==> src/rtl/pc_next_unit.sv <==
// Program-counter stage: picks sequential/branch/jal/jalr next PC and traps misaligned redirects.
// Optional macro PC_BRANCH_STATS_EN adds branch/jump/trap event counters.
module pc_next_unit #(
  parameter logic [31:0] RESET_VEC = 32'h0000_0000,
  parameter logic [31:0] TRAP_VEC  = 32'h0000_0100
) (
  input  logic        clk,
  input  logic        rst,
  input  logic        stall,
  input  logic        instr_done,
  input  logic        BrTaken,
  input  logic        Jump,
  input  logic        JumpReg,
  input  logic [31:0] imm,
  input  logic [31:0] rs1_val,
`ifdef PC_BRANCH_STATS_EN
  output logic [31:0] br_count,
  output logic [31:0] br_taken_count,
  output logic [15:0] trap_count,
`endif
  output logic [31:0] pc_out,
  output logic [31:0] pc_plus4,
  output logic        pc_valid,
  output logic        trap,
  output logic [31:0] trap_epc
);

  typedef enum logic [1:0] {S_BOOT, S_RUN, S_TRAP} state_e;

  state_e      state_q, state_d;
  logic [31:0] pc_q, pc_d;
  logic [31:0] epc_q, epc_d;
  logic        trap_q, trap_d;
  logic [31:0] target;
  logic        advance, redirect, misaligned;

  // JumpReg outranks Jump, which outranks a taken branch.
  always_comb begin
    redirect = JumpReg | Jump | BrTaken;
    if (JumpReg)               target = (rs1_val + imm) & 32'hFFFF_FFFE;
    else if (Jump || BrTaken)  target = pc_q + imm;
    else                       target = pc_q + 32'd4;
    misaligned = redirect && (target[1:0] != 2'b00);
    advance    = (state_q == S_RUN) && !stall && instr_done;
  end

  always_comb begin
    state_d = state_q;
    pc_d    = pc_q;
    epc_d   = epc_q;
    trap_d  = 1'b0;
    case (state_q)
      S_BOOT: state_d = S_RUN;
      S_RUN: begin
        if (advance) begin
          if (misaligned) begin
            state_d = S_TRAP;
            pc_d    = TRAP_VEC;
            epc_d   = pc_q;
            trap_d  = 1'b1;
          end else begin
            pc_d = target;
          end
        end
      end
      S_TRAP:  state_d = S_RUN;
      default: state_d = S_BOOT;
    endcase
  end

  always_ff @(posedge clk) begin
    if (rst) begin
      state_q <= S_BOOT;
      pc_q    <= RESET_VEC;
      epc_q   <= 32'd0;
      trap_q  <= 1'b0;
    end else begin
      state_q <= state_d;
      pc_q    <= pc_d;
      epc_q   <= epc_d;
      trap_q  <= trap_d;
    end
  end

  assign pc_out   = pc_q;
  assign pc_plus4 = pc_q + 32'd4;
  assign pc_valid = (state_q != S_BOOT);
  assign trap     = trap_q;
  assign trap_epc = epc_q;

`ifdef PC_BRANCH_STATS_EN
  logic [31:0] br_count_q, br_count_d;
  logic [31:0] br_taken_count_q, br_taken_count_d;
  logic [15:0] trap_count_q, trap_count_d;

  always_comb begin
    br_count_d       = br_count_q;
    br_taken_count_d = br_taken_count_q;
    trap_count_d     = trap_count_q;
    if (advance) begin
      if (redirect)                       br_count_d       = br_count_q + 32'd1;
      if (BrTaken && !Jump && !JumpReg)   br_taken_count_d = br_taken_count_q + 32'd1;
      if (misaligned)                     trap_count_d     = trap_count_q + 16'd1;
    end
  end

  always_ff @(posedge clk) begin
    if (rst) begin
      br_count_q       <= 32'd0;
      br_taken_count_q <= 32'd0;
      trap_count_q     <= 16'd0;
    end else begin
      br_count_q       <= br_count_d;
      br_taken_count_q <= br_taken_count_d;
      trap_count_q     <= trap_count_d;
    end
  end

  assign br_count       = br_count_q;
  assign br_taken_count = br_taken_count_q;
  assign trap_count     = trap_count_q;
`endif

endmodule
==> config.mk <==
export PLATFORM = sky130hd
export DESIGN_NAME = pc_next_unit
export DESIGN_NICKNAME = d
export VERILOG_FILES = /design/src/rtl/pc_next_unit.sv
export SDC_FILE = /design/constraint.sdc
export NUM_CORES = 1
export LEC_CHECK = 0
export BUFFER_PORTS_ARGS = -buffer_cell sky130_fd_sc_hd__buf_2
export CORE_MARGIN = 3
export CORE_UTILIZATION = 55
export DETAILED_ROUTE_END_ITERATION = 10
export GPL_TIMING_DRIVEN = 0
export PLACE_DENSITY = 0.82
export SYNTH_ARGS = -nofsm -noshare
export SYNTH_HDL_FRONTEND = slang
export SYNTH_SLANG_ARGS = --single-unit
==> constraint.sdc <==
create_clock -name clk -period 3.3 [get_ports clk]
set_input_delay 0.33 -clock clk [delete_from_list [all_inputs] [get_ports clk]]
set_output_delay 0.33 -clock clk [all_outputs]
set_load 0.02 [all_outputs]
==> out/metrics.csv <==
metric,value,unit
root_buffer,clkbuf_16,
clock_sinks,67,
min_period_over_period,95.56,%
track_usage,33.88,%
synth_compound_area_share,28.87,%
die_area,0.01361,sq mm
worstHoldStart,rst,
hpwl,18740,um
die_h,116.7,um
avgSynthCellArea,7.242,sq um
end_kind,flop,
synth_top_family_by_area,compound AO/OA/AOI/OAI gates,
reg2reg_depth,11,
cpPeakStageDelay,0.42,ns
htreeDepth,3,
clock.fmax,0.3171,GHz
ant_nets,0,
core,0.01171,sq mm
antenna_found_initial,0,
grt_max_degree,15,
post_cts_buffers,0,
route.detailed.vias_per_inst,6.316,
synth_area_leaders,"dfxtp_1 20%, ha_1 12%, nand2_1 8.4%",
initial_core_util,57.51,%
cp_data_arrival_time,3.42,ns
cts_hold_buf,0,
slew_headroom,57.18,%
io_pins,169,
clock_skew,0.009466,ns
powerDensity,336.6,mW/mm^2
synthArstFlopShare,0,%
syn-cell-area,0.006735,sq mm
diodes,0,
cp-start-kind,flop,
final.setup.worst_slack,0.1464,ns
yosysTopAreaCell,dfxtp_1,
hold_viol_final,0,
area_growth,19.95,%
grt-ovfl-total,0,
worstPathCellList,"ha_1, fa_1, a211oi_1, o21ai_1, nand2_1, a21oi_1, nand3_1, a311o_1, nor3_1, mux2_1, a31oi_1",
period_needed,3.154,ns
synth_cell_type_count,75,
rows,39,
ys_seq_elements,67,
cp.required,3.56,ns
total_power,2.719,mW
vias,7939,
rsz0062_at_grt,false,
postRouteWirelength,23880,um
setup_viol,0,
first_global_vias,6951,
floorplan.die.width,116.7,um
p_leak,3.647,nW
drtPass1Iterations,8,
synth_top_area_share,19.91,%
tritoncts,built,
clk_latency,0.34,ns
worst_slew_pin_slew,0.6423,ns
synth_most_common_cell,nand2_1,
numCtsBuffers,9,
synth_mux_area_share,0.9289,%
critPathMaxFanout,5,
cp_slowest_cell,dfxtp_1,
drc,0,
worstSetupPathType,reg -> reg,
synth-warning-count,0,
final_nets,1244,
rr_startpoint,pc_out[0],
clk_path_buf_depth,2,
ir_drop,0.2462,mV
hold_path.class,in -> reg,
startpoint,pc_out[0],
drv_cap,0,
hold_ws,0.4380,ns
status,"complete, no violations",
worstHoldPathCells,4,
synth_fa_ha_area_share,12.11,%
synth_xor_area_share,9.493,%
io_buffers,168,
synth_common_cells,"151 x nand2_1, 101 x a21oi_1, 79 x nor2_1, 67 x dfxtp_1, 62 x ha_1",
grt_pass1_wl,36270,um
synthCells,930,
ys_seq_area_share,19.91,%
slew_viol_final,0,
drt-initial-drc-count,1069,
synth-edff-count,0,
place_ws,-0.1304,ns
yosys.area_share.simple,25.00,%
drive_above_1_share,19.57,%
path_clk_slew,0.06,ns
synth_flop_cell,dfxtp_1,
wl_per_cell,19.00,um
cts-resized-gates,1,
place.gp.congestion,0.9814,
synth_nets,1065,
[layout make-up]
cell class / instances / area, sq um
Multi-Input combinational cell: 802 / 5161
Fill cell: 1050 / 3632
Sequential cell: 67 / 1341
Timing Repair Buffer: 168 / 840.8
Clock buffer: 9 / 225.2
Buffer: 46 / 191.4
Tap cell: 143 / 178.9
Clock inverter: 7 / 83.83
Inverter: 15 / 56.30
[report_power, final]
group / switching, mW / leakage, nW / internal, mW / total, mW
sequential: 0.0334 / 0.541 / 0.823 / 0.856
combinational: 0.516 / 2.96 / 0.321 / 0.837
clock: 0.426 / 0.149 / 0.600 / 1.03
[layout by cell type (no fill, tap or decap), types with 19 or more instances in the layout]
master,synthesis,routed
nor2_1,79,75
nand2_1,151,151
nand4_1,20,20
buf_2,9,177
xnor2_1,46,46
nor3_1,20,20
a211oi_1,20,20
ha_1,62,62
a21o_1,24,24
xor2_1,27,27
nand3_1,19,19
o21ai_0,47,47
clkbuf_1,35,35
dfxtp_1,67,67
a21oi_1,101,101
[cells by family (layout without fill, tap and decap cells)]
| logic type | after synthesis | in the layout |
|---|---|---|
| adder cells (fa/ha/maj) | 64 | 64 |
| XOR/XNOR | 73 | 73 |
| flip-flops | 67 | 67 |
| AND/OR/NAND/NOR | 360 | 360 |
| AO/OA/AOI/OAI | 299 | 299 |
| buffers and inverters | 61 | 245 |
| multiplexers | 6 | 6 |
[worst max-delay path: cells and delay by family, from the launching register on]
family / cells / cell delay (ns)
adder cells (fa/ha/maj): 2 / 0.53
AND/OR/NAND/NOR: 3 / 0.54
AO/OA/AOI/OAI: 5 / 1.22
flip-flops: 1 / 0.42
multiplexers: 1 / 0.36
[registers in the layout, indices dropped and copies added, names as in the netlist]
| register | count |
|---|---|
| pc_out | 32 |
| trap | 1 |
| trap_epc | 32 |
| state_q | 2 |
[worst paths after layout]
path	slack (ns)	endpoint
setup / recovery	0.15	pc_out[24]
setup reg to reg	0.15	pc_out[24]
hold reg to reg	0.45	trap_epc[0]
hold / removal	0.44	pc_out[27]
[layer usage]
layer | track usage (%) | up-vias | share of wire, %
met4 | 11.16 | 0 | 3.1
met2 | 51.95 | 460 | 43
met1 | 49.15 | 3616 | 44
li1 | - | 3796 | -
met3 | 4.352 | 67 | 10
met5 | 0 | - | 0
[metrics by stage]
step / std cells / utilization (%) / instance area (sq um) / TNS (ns)
5_1_grt: 1257 / 68.99 / 8079 / 0
4_1_cts: 1257 / 68.88 / 8066 / 0
3_3_place_gp: 1241 / 66.22 / 7755 / -0.4026
3_5_place_dp: 1241 / 66.22 / 7755 / -0.3749
6_report: 1257 / 68.99 / 8079 / 0
2_1_floorplan: 930 / - / 6735 / 0
No activity file was read; power rests on OpenSTA's default activity.
